$ cat config.mk
export PLATFORM = sky130hd
export DESIGN_NAME = am2909_seq_ctrl
export DESIGN_NICKNAME = d
export VERILOG_FILES = /design/src/rtl/am2909_seq_ctrl.sv
export SDC_FILE = /design/constraint.sdc
export NUM_CORES = 1
export LEC_CHECK = 0
export BUFFER_PORTS_ARGS = -buffer_cell sky130_fd_sc_hd__buf_2
export CAP_MARGIN = 30
export CORE_ASPECT_RATIO = 1.1
export CORE_MARGIN = 10
export CORE_UTILIZATION = 39
export CTS_CLUSTER_SIZE = 30
export DETAILED_ROUTE_END_ITERATION = 8
export SYNTH_ARGS = -nofsm -noshare
export SYNTH_HDL_FRONTEND = slang
export SYNTH_SLANG_ARGS = --single-unit
$ cat constraint.sdc
create_clock -name CP -period 7.2 [get_ports CP]
set_input_delay 1.44 -clock CP [delete_from_list [all_inputs] [get_ports CP]]
set_output_delay 1.44 -clock CP [all_outputs]
set_load 0.02 [all_outputs]
$ cat src/rtl/am2909_seq_ctrl.sv
// -----------------------------------------------------------------------------
// am2909_seq_ctrl
//
// Next-address controller for a cascade of Am2909 microprogram sequencer
// slices. It decodes a 4-bit microinstruction together with the condition
// input and drives the slice controls (S, FE_n, PUP, RE_n, ZERO_n, C) and
// the D-bus source enables (PL_n, MAP_n, VECT_n) in the same cycle. It holds
// the registered loop counter and a shadow copy of the slice stack pointer.
//
// Parameters:
//   CW          loop counter width in bits
//   STACK_DEPTH slice stack depth; SP width is clog2(STACK_DEPTH+1)
//
// Ports:
//   CP        in   common clock, rising edge
//   RST       in   synchronous reset, active-high
//   I[3:0]    in   microinstruction opcode
//   CC_n      in   condition test, active-low
//   CCEN_n    in   condition enable, active-low (1 forces pass)
//   HOLD      in   wait state: re-issue the current address, freeze state
//   D[CW-1:0] in   counter load value
//   S[1:0]    out  slice mux select: 00 uPC, 01 AR, 10 stack top, 11 D
//   FE_n      out  stack file enable, active-low
//   PUP       out  1 = push, 0 = pop
//   RE_n      out  AR load enable, active-low
//   ZERO_n    out  force address 0, active-low
//   C         out  incrementer carry-in
//   PL_n, MAP_n, VECT_n  out  D-source enables, one-hot active-low
//   CNT_ZERO  out  loop counter == 0
//   FULL      out  SP == STACK_DEPTH
//   OVF, UNF  out  sticky stack overflow / underflow
//
// Optional feature macro: AM2909_SEQ_CTRL_STACK_CHECK_EN
//   Defined:   a push while FULL sets OVF; a pop at SP==0 is suppressed
//              (FE_n=1) and sets UNF. Flags clear only on RST.
//   Undefined: OVF=UNF=0; a pop at SP==0 still drives FE_n=0, SP floors at 0.
// -----------------------------------------------------------------------------
module am2909_seq_ctrl #(
  parameter int CW          = 12,
  parameter int STACK_DEPTH = 4
) (
  input  logic          CP,
  input  logic          RST,
  input  logic [3:0]    I,
  input  logic          CC_n,
  input  logic          CCEN_n,
  input  logic          HOLD,
  input  logic [CW-1:0] D,
  output logic [1:0]    S,
  output logic          FE_n,
  output logic          PUP,
  output logic          RE_n,
  output logic          ZERO_n,
  output logic          C,
  output logic          PL_n,
  output logic          MAP_n,
  output logic          VECT_n,
  output logic          CNT_ZERO,
  output logic          FULL,
  output logic          OVF,
  output logic          UNF
);

  localparam int             SPW    = $clog2(STACK_DEPTH + 1);
  localparam logic [SPW-1:0] SP_MAX = SPW'(STACK_DEPTH);

  // Opcode map
  localparam logic [3:0] OP_JZ   = 4'd0;
  localparam logic [3:0] OP_CJS  = 4'd1;
  localparam logic [3:0] OP_JMAP = 4'd2;
  localparam logic [3:0] OP_CJP  = 4'd3;
  localparam logic [3:0] OP_PUSH = 4'd4;
  localparam logic [3:0] OP_JSRP = 4'd5;
  localparam logic [3:0] OP_CJV  = 4'd6;
  localparam logic [3:0] OP_JRP  = 4'd7;
  localparam logic [3:0] OP_RFCT = 4'd8;
  localparam logic [3:0] OP_RPCT = 4'd9;
  localparam logic [3:0] OP_CRTN = 4'd10;
  localparam logic [3:0] OP_CJPP = 4'd11;
  localparam logic [3:0] OP_LDCT = 4'd12;
  localparam logic [3:0] OP_LOOP = 4'd13;
  localparam logic [3:0] OP_CONT = 4'd14;
  localparam logic [3:0] OP_TWB  = 4'd15;

  // Mux select encodings
  localparam logic [1:0] SEL_UPC = 2'b00;
  localparam logic [1:0] SEL_AR  = 2'b01;
  localparam logic [1:0] SEL_STK = 2'b10;
  localparam logic [1:0] SEL_D   = 2'b11;

  // State
  logic [CW-1:0]  r_cnt;
  logic [SPW-1:0] r_sp;

  // Decoded controls (before HOLD/RST overrides)
  logic           w_pass;
  logic           w_cnt_nz;
  logic           w_full;
  logic           w_empty;
  logic [1:0]     w_s;
  logic           w_push;
  logic           w_pop;
  logic           w_pop_eff;
  logic           w_re_n;
  logic           w_zero_n;
  logic           w_pl_n;
  logic           w_map_n;
  logic           w_vect_n;
  logic           w_load;
  logic           w_dec;
  logic           w_clr_sp;

  assign w_pass   = CCEN_n | ~CC_n;
  assign w_cnt_nz = (r_cnt != '0);
  assign w_full   = (r_sp == SP_MAX);
  assign w_empty  = (r_sp == '0);

  // ---------------------------------------------------------------------------
  // Opcode decode
  // ---------------------------------------------------------------------------
  always_comb begin
    w_s      = SEL_UPC;
    w_push   = 1'b0;
    w_pop    = 1'b0;
    w_re_n   = 1'b1;
    w_zero_n = 1'b1;
    w_pl_n   = 1'b0;
    w_map_n  = 1'b1;
    w_vect_n = 1'b1;
    w_load   = 1'b0;
    w_dec    = 1'b0;
    w_clr_sp = 1'b0;

    unique case (I)
      OP_JZ: begin
        w_zero_n = 1'b0;
        w_clr_sp = 1'b1;
      end
      OP_CJS: begin
        if (w_pass) begin
          w_s    = SEL_D;
          w_push = 1'b1;
        end
      end
      OP_JMAP: begin
        w_s     = SEL_D;
        w_map_n = 1'b0;
        w_pl_n  = 1'b1;
      end
      OP_CJP: begin
        if (w_pass) w_s = SEL_D;
      end
      OP_PUSH: begin
        w_push = 1'b1;
        w_load = w_pass;
      end
      OP_JSRP: begin
        w_push = 1'b1;
        w_s    = w_pass ? SEL_D : SEL_AR;
      end
      OP_CJV: begin
        if (w_pass) begin
          w_s      = SEL_D;
          w_vect_n = 1'b0;
          w_pl_n   = 1'b1;
        end
      end
      OP_JRP: begin
        w_s = w_pass ? SEL_D : SEL_AR;
      end
      OP_RFCT: begin
        // Loop back to the stacked address until the count runs out, then
        // fall through and discard the loop entry.
        if (w_cnt_nz) begin
          w_s   = SEL_STK;
          w_dec = 1'b1;
        end else begin
          w_pop = 1'b1;
        end
      end
      OP_RPCT: begin
        if (w_cnt_nz) begin
          w_s   = SEL_D;
          w_dec = 1'b1;
        end
      end
      OP_CRTN: begin
        if (w_pass) begin
          w_s   = SEL_STK;
          w_pop = 1'b1;
        end
      end
      OP_CJPP: begin
        if (w_pass) begin
          w_s   = SEL_D;
          w_pop = 1'b1;
        end
      end
      OP_LDCT: begin
        w_load = 1'b1;
        w_re_n = 1'b0;
      end
      OP_LOOP: begin
        if (w_pass) w_pop = 1'b1;
        else        w_s   = SEL_STK;
      end
      OP_CONT: begin
        w_s = SEL_UPC;
      end
      OP_TWB: begin
        // Three-way branch: exit on pass, loop on stack while counting,
        // branch to D and drop the loop entry when the count is exhausted.
        if (w_pass) begin
          w_pop = 1'b1;
        end else if (w_cnt_nz) begin
          w_s   = SEL_STK;
          w_dec = 1'b1;
        end else begin
          w_s   = SEL_D;
          w_pop = 1'b1;
        end
      end
      default: begin
        w_s = SEL_UPC;
      end
    endcase
  end

  // ---------------------------------------------------------------------------
  // Underflow handling: with stack checking, a pop on an empty stack is not
  // forwarded to the slices; otherwise it is driven and the SP just floors.
  // ---------------------------------------------------------------------------
`ifdef AM2909_SEQ_CTRL_STACK_CHECK_EN
  logic w_pop_empty;
  logic w_push_full;
  logic r_ovf;
  logic r_unf;

  assign w_pop_empty = w_pop & w_empty;
  assign w_push_full = w_push & w_full;
  assign w_pop_eff   = w_pop & ~w_empty;

  always_ff @(posedge CP) begin
    if (RST) begin
      r_ovf <= 1'b0;
      r_unf <= 1'b0;
    end else if (!HOLD) begin
      if (w_push_full) r_ovf <= 1'b1;
      if (w_pop_empty) r_unf <= 1'b1;
    end
  end

  assign OVF = r_ovf;
  assign UNF = r_unf;
`else
  assign w_pop_eff = w_pop;
  assign OVF       = 1'b0;
  assign UNF       = 1'b0;
`endif

  // ---------------------------------------------------------------------------
  // Output stage: RST forces JZ controls, HOLD re-issues the current address
  // by selecting uPC with carry-in cleared.
  // ---------------------------------------------------------------------------
  always_comb begin
    S      = w_s;
    FE_n   = ~(w_push | w_pop_eff);
    PUP    = w_push;
    RE_n   = w_re_n;
    ZERO_n = w_zero_n;
    C      = 1'b1;
    PL_n   = w_pl_n;
    MAP_n  = w_map_n;
    VECT_n = w_vect_n;

    if (RST) begin
      S      = SEL_UPC;
      FE_n   = 1'b1;
      PUP    = 1'b0;
      RE_n   = 1'b1;
      ZERO_n = 1'b0;
      C      = 1'b1;
      PL_n   = 1'b0;
      MAP_n  = 1'b1;
      VECT_n = 1'b1;
    end else if (HOLD) begin
      S      = SEL_UPC;
      FE_n   = 1'b1;
      RE_n   = 1'b1;
      ZERO_n = 1'b1;
      C      = 1'b0;
    end
  end

  assign CNT_ZERO = ~w_cnt_nz;
  assign FULL     = w_full;

  // ---------------------------------------------------------------------------
  // Loop counter and shadow stack pointer
  // ---------------------------------------------------------------------------
  always_ff @(posedge CP) begin
    if (RST) begin
      r_cnt <= '0;
      r_sp  <= '0;
    end else if (!HOLD) begin
      // Load and decrement are never requested together.
      if (w_load)
        r_cnt <= D;
      else if (w_dec && w_cnt_nz)
        r_cnt <= r_cnt - CW'(1);

      // SP saturates at both ends; a push at FULL overwrites the slice top.
      if (w_clr_sp)
        r_sp <= '0;
      else if (w_push && !w_full)
        r_sp <= r_sp + SPW'(1);
      else if (w_pop && !w_empty)
        r_sp <= r_sp - SPW'(1);
    end
  end

endmodule

# --- Word-level counts from Yosys, hierarchy flattened ---
# Cells that the tools add are included.
totals:
  inputBits: 21
  out_inout_bits: 14
  regBits: 15
  elab_cells: 87
op_classes:
  n_mux: 44
  n_reduce_logical: 17
  bitwise_logic: 6
  eq_ne: 15
  addsub: 3
op_table:
  columns: ["op", "count"]
  rows:
  - ["$eq A4 B4 Y1 const B", 7]
  - ["$mux W1", 24]
  - ["$mux W12", 2]
  - ["$mux W2", 9]
  - ["$eq A4 B3 Y1 const B", 4]
  - ["$pmux W2 S8", 1]
  - ["$reduce_bool A12 Y1", 1]
  - ["$sub A12 B1 Y12 const B", 1]
  - ["$mux W3", 3]
  - ["$eq A4 B2 Y1 const B", 2]
  - ["$pmux W1 S2", 4]
  - ["$reduce_or A2 Y1", 3]
  - ["$eq A4 B1 Y1 const B", 1]
  - ["$logic_not A4 Y1", 1]
  - ["$not A1 Y1", 4]
  - ["$reduce_and A2 Y1", 2]
  - ["$reduce_or A4 Y1", 1]
  - ["$add A3 B1 Y3 const B", 1]
  - ["$eq A3 B3 Y1 const B", 1]
  - ["$logic_and A1 B1 Y1", 3]
  - ["$logic_not A3 Y1", 1]
  - ["$pmux W1 S3", 1]
  - ["$reduce_bool A3 Y1", 1]
  - ["$reduce_or A3 Y1", 1]
  - ["4 further kinds", 6]

# --- Longest topological paths before layout ---
depth:
  ltp_word: 8
  ltp_mapped: 9
  ltp_nobuf: 9

# --- Worst setup path after synthesis ---
# No wires, ideal clock.
synth_timing:
  path_type: "input port to output port"
  start: "input port I[3]"
  end: "output port S[0]"
  t_arrival_ns: 2.786
  slack_ns: 2.974
  required_ns: 5.760
  stages: 4
  n_path_buf: 1
  cell_sequence: "buf_2 > inv_1 > or4_1 > a311oi_1"
synth_between:
  elab_chain_cells: 5
  elab_cells_between_ends: 17
  cone_classes: "12 x eq/ne; 3 x mux; 2 x reduce/logical"
synth_rtl:
  columns: ["element", "line", "source"]
  rows:
  - ["from (decl)", "44", "input logic [3:0] I,"]
  - ["$eq A4 B4 Y1, or another cell as far along", "134", "unique case (I)"]
  - ["$reduce_or A4 Y1 (no line) / $reduce_or A2 Y1 (equally long branches)", null, null]
  - ["$pmux W2 S8 (*)", "134", null]
  - ["$mux W2 (*)", "286", "end else if (HOLD) begin"]
  - ["$mux W2 (*)", "276", "if (RST) begin"]
  - ["to (decl)", "49", "output logic [1:0] S,"]
# Mark *: on every way between the ends. The rest lies on a longest branch, timed or not.

# --- Final worst setup path ---
layout_timing:
  start: "input port I[1]"
  end: "output port FE_n"
layout_between:
  elab_chain_cells: 7
  elab_cells_between_ends: 16
  cone_classes: "8 x eq/ne; 4 x mux; 2 x bitwise; 2 x reduce/logical"
layout_rtl:
  columns: ["element", "line", "source"]
  rows:
  - ["$eq A4 B4 Y1 / $eq A4 B3 Y1 (equally long branches)", "134", null]
  - ["$reduce_or A3 Y1 (no line) / $reduce_or A2 Y1 (equally long branches)", null, null]
  - ["$pmux W1 S3 / $pmux W1 S2 (equally long branches)", "134", null]
  - ["$or A1 B1 Y1 (*)", "267", "FE_n = ~(w_push | w_pop_eff);"]
  - ["$not A1 Y1 (*)", "267", null]
  - ["$mux W1 (*)", "286", null]
  - ["$mux W1 (*)", "276", null]
  - ["to (decl)", "50", "output logic FE_n,"]
# Marks and branches as above.

==> metrics.txt <==
# TYPE chip_impl_metric gauge
chip_impl_info{name="status",value="complete, no violations"} 1
chip_impl_info{name="tightest_hold_check_type",value="reg -> reg"} 1
chip_impl_info{name="cp-endpoint",value="FE_n"} 1
chip_impl_metric{name="grt_usage",unit="%"} 12.9
chip_impl_metric{name="fin_worst_hold_slack",unit="ns"} 0.508
chip_impl_metric{name="yosys.cell_types.count",unit=""} 53
chip_impl_metric{name="worst_r2r_path_depth",unit=""} 7
chip_impl_metric{name="synth_warnings",unit=""} 0
chip_impl_metric{name="arrival",unit="ns"} 2.88
chip_impl_metric{name="num_io_pins",unit=""} 35
chip_impl_metric{name="max-cap-violations",unit=""} 0
chip_impl_metric{name="cp.buffers_inverters",unit=""} 2
chip_impl_metric{name="finalHoldViolations",unit=""} 0
chip_impl_metric{name="remaining_drc_errors",unit=""} 0
chip_impl_metric{name="period_utilisation_layout",unit="%"} 60.0
chip_impl_metric{name="die-area",unit="um2"} 6150
chip_impl_info{name="criticalPathCategory",value="in -> out"} 1
chip_impl_metric{name="r2r_setup_slack",unit="ns"} 4.94
chip_impl_metric{name="floorplan.rows",unit=""} 22
chip_impl_metric{name="number_of_flip_flops_and_latches_in_the_synthesized_netlist",unit=""} 15
chip_impl_metric{name="shortest_clock_period_the_worst_path_allows_after_layout",unit="ns"} 4.32
chip_impl_metric{name="slew-limit-headroom",unit="%"} 49.8
chip_impl_metric{name="final_nets",unit=""} 230
chip_impl_metric{name="clkTransAtPathRegs",unit="ns"} 0.09
chip_impl_metric{name="place_congestion",unit=""} 0.876
chip_impl_metric{name="diodes",unit=""} 0
chip_impl_info{name="worst_setup_path_startpoint",value="I[1]"} 1
chip_impl_metric{name="cts.path.max_buffers",unit=""} 2
chip_impl_metric{name="worst_ir_drop_vdd",unit="V"} 0.0000901
chip_impl_metric{name="critPathRequiredTime",unit="ns"} 5.76
chip_impl_info{name="grt_setup_unrepaired",value="false"} 1
chip_impl_metric{name="number_of_global_route_vias_before_repair",unit=""} 1356
chip_impl_metric{name="power_density",unit="nW/um2"} 160
chip_impl_info{name="worstPathCellList",value="buf_2 > or3_1 > a2111oi_2 > nor2_1 > nor2_1 > o21ai_0 > buf_2"} 1
chip_impl_metric{name="timing_worst_slew_pin_value",unit="ns"} 0.753
chip_impl_metric{name="htree_levels",unit=""} 1
chip_impl_metric{name="static-leakage-power",unit="nW"} 0.586
chip_impl_metric{name="multi_input_comb_area",unit="um2"} 935
chip_impl_metric{name="number_of_antenna_violations_at_the_first_check_in_global_routing",unit=""} 0
chip_impl_info{name="prevailing_post_synth_register_cell",value="dfxtp_1"} 1
chip_impl_info{name="cts_tree",value="done"} 1
chip_impl_info{name="startpoint_class_of_the_critical_path",value="primary input"} 1
chip_impl_metric{name="cts.sinks",unit=""} 15
chip_impl_metric{name="totalNegativeSetupSlack",unit="ns"} 0
chip_impl_metric{name="report.final.setup_viol",unit=""} 0
chip_impl_metric{name="synth_async_sr_flop_share",unit="%"} 0
chip_impl_metric{name="syn_to_final_growth",unit="%"} 13.3
chip_impl_info{name="endpoint_kind",value="output pin"} 1
chip_impl_metric{name="dr_total_vias",unit=""} 1524
chip_impl_metric{name="final-max-slew-violation-count",unit=""} 0
chip_impl_metric{name="number_of_standard_cells_after_synthesis",unit=""} 180
chip_impl_info{name="cpMaxStageDelayCell",value="or3_1"} 1
chip_impl_metric{name="floorplan.initialDensity",unit="%"} 40.3
chip_impl_info{name="regToRegEndpoint",value="r_cnt[5]$_SDFFE_PP0P_"} 1
chip_impl_metric{name="cts_made_buffers",unit=""} 3
chip_impl_info{name="most_frequent_cells_in_the_layout",value="32 x buf_2, 19 x nand2_1, 18 x nor2_1"} 1
chip_impl_metric{name="synth_seq_area_share",unit="%"} 22.6
chip_impl_metric{name="grt_first_pass_wirelength",unit="mm"} 6.29
chip_impl_info{name="worstReg2RegStart",value="r_cnt[0]$_SDFFE_PP0P_"} 1
chip_impl_metric{name="cp.depth",unit=""} 7
chip_impl_metric{name="fmax",unit="MHz"} 231
chip_impl_metric{name="grt_max_degree",unit=""} 21
chip_impl_metric{name="seq_area",unit="um2"} 300
chip_impl_metric{name="route.detailed.vias_per_inst",unit=""} 6.32
chip_impl_info{name="layout.cells.most_common",value="buf_2"} 1
chip_impl_metric{name="post_route_cells_drive_above_1_share",unit="%"} 22.0
chip_impl_info{name="cts.root.buffer_cell",value="clkbuf_4"} 1
chip_impl_metric{name="synth-edff-count",unit=""} 0
chip_impl_metric{name="finalPower",unit="mW"} 0.242
chip_impl_metric{name="routed_wl",unit="mm"} 4.10
chip_impl_metric{name="post_synth_instance_area",unit="um2"} 1330
chip_impl_metric{name="dr.first_iter.drc_count",unit=""} 130
chip_impl_metric{name="detailed_routing_iterations_pass_1",unit=""} 4
chip_impl_metric{name="post_cts_buffers",unit=""} 0
chip_impl_metric{name="clock_latency",unit="ns"} 0.29
chip_impl_metric{name="dp_hpwl",unit="mm"} 3.15
chip_impl_metric{name="num-fill-cells",unit=""} 336
chip_impl_metric{name="post_cts.resized_instances",unit=""} 0
chip_impl_metric{name="worst_path_largest_cell_delay",unit="ns"} 0.41
chip_impl_metric{name="chipHeight",unit="um"} 81.3
chip_impl_metric{name="ant_nets",unit=""} 0
chip_impl_metric{name="critical_path_peak_fanout",unit=""} 16
chip_impl_metric{name="worst_skew",unit="ns"} 0.00608
chip_impl_metric{name="floorplan.core_area",unit="um2"} 3300
chip_impl_info{name="cp_top_family",value="simple AND/OR/NAND/NOR gates"} 1
chip_impl_metric{name="grt-ovfl-total",unit=""} 0
chip_impl_metric{name="wl_per_cell",unit="um"} 17.0
chip_impl_metric{name="placement.io_buffers",unit=""} 32
chip_impl_metric{name="die_x",unit="um"} 75.7
chip_impl_metric{name="synthesized_area_per_cell",unit="um2"} 7.40
chip_impl_metric{name="cts.hold.buffers_added",unit=""} 0
[worst reg2reg max path: stages, from the launching register on]
cell and delay [ns]:
dfxtp_1 0.34, inv_1 0.13, ha_1 0.16, or3b_2 0.49
or3_4 0.37, and3_4 0.22, a32o_1 0.25, a32o_1 0.19
[sequential cells by signal, indices dropped and copies added, names as in the netlist]
register,cells
r_sp,3
r_cnt,12
[Yosys cell counts, drive strengths merged (2+ instances only)]
cell / number / share of area [%]
o211ai: 3 / 1.7
a32oi: 2 / 1.3
nor4b: 2 / 1.3
nand3: 6 / 2.3
nand4b: 2 / 1.3
a22oi: 2 / 1.1
nand4: 2 / 0.94
clkbuf: 7 / 2.0
or3: 2 / 1.3
or2: 2 / 0.94
nand2: 19 / 5.4
and4: 2 / 1.4
o22ai: 5 / 2.3
o32ai: 2 / 1.3
nor3: 5 / 1.9
ha: 2 / 1.9
or4: 5 / 3.4
buf: 6 / 3.0
dfxtp: 15 / 23
a211o: 2 / 1.3
o41ai: 3 / 2.0
nor4: 5 / 2.3
nand2b: 4 / 1.9
a32o: 9 / 6.8
o21ai: 8 / 3.0
nor2: 18 / 5.1
and3: 3 / 1.8
a21oi: 7 / 2.6
a31oi: 3 / 1.4
inv: 9 / 2.5
nand3b: 2 / 1.1
o31ai: 2 / 1.1
[cell type report]
cell class | instances | share of cell area (%)
multi-input cells | 144 | 62.0
well taps | 36 | 2.99
repair buffers | 33 | 11.1
clock buffers | 4 | 1.74
inverters | 9 | 2.24
flip-flops and latches | 15 | 19.9
[power breakdown]
part           switching [mW]  internal [mW]
clock                  0.0287         0.0215
combinational          0.0584         0.0387
sequential            0.00629         0.0879
[per-stage QoR]
step	std cells	utilization [%]	instance area (um2)	setup slack [ns]
floorplan	181	-	1340	2.97
global placement	237	44.8	1480	2.92
detailed placement	237	44.8	1480	2.87
CTS	241	45.6	1510	2.87
global route	241	45.6	1510	2.67
finish	241	45.6	1510	2.88
[per-layer routing]
layer	part of all wire (%)	up-vias	track usage, %
met2	47	43	21.1
met4	0.59	0	5.20
li1	-	751	-
met1	44	728	15.6
met3	8.0	2	3.41
met5	0	-	0
[cell families after synthesis]
group,count (synthesis),share of synthesized area [%]
DFF,15,22.6
adders and majority gates,3,3.38
buffers and inverters,22,7.52
and+or+nand+nor,83,34.5
other,1,0.282
AOI/OAI and AO/OA,56,31.8
[worst min path at each step]
stage | end | cells after the start | startpoint | slack (ns)
detailed placement | r_cnt[11]$_SDFFE_PP0P_ | 1 | r_cnt[11]$_SDFFE_PP0P_ | 0.49
floorplan | r_cnt[3]$_SDFFE_PP0P_ | 2 | r_cnt[3]$_SDFFE_PP0P_ | 0.47
global placement | r_cnt[11]$_SDFFE_PP0P_ | 1 | r_cnt[11]$_SDFFE_PP0P_ | 0.49
global route | r_cnt[6]$_SDFFE_PP0P_ | 2 | r_cnt[6]$_SDFFE_PP0P_ | 0.55
CTS | r_cnt[11]$_SDFFE_PP0P_ | 1 | r_cnt[11]$_SDFFE_PP0P_ | 0.51
finish | r_cnt[11]$_SDFFE_PP0P_ | 1 | r_cnt[11]$_SDFFE_PP0P_ | 0.51
No activity file was read; power rests on OpenSTA's default activity.
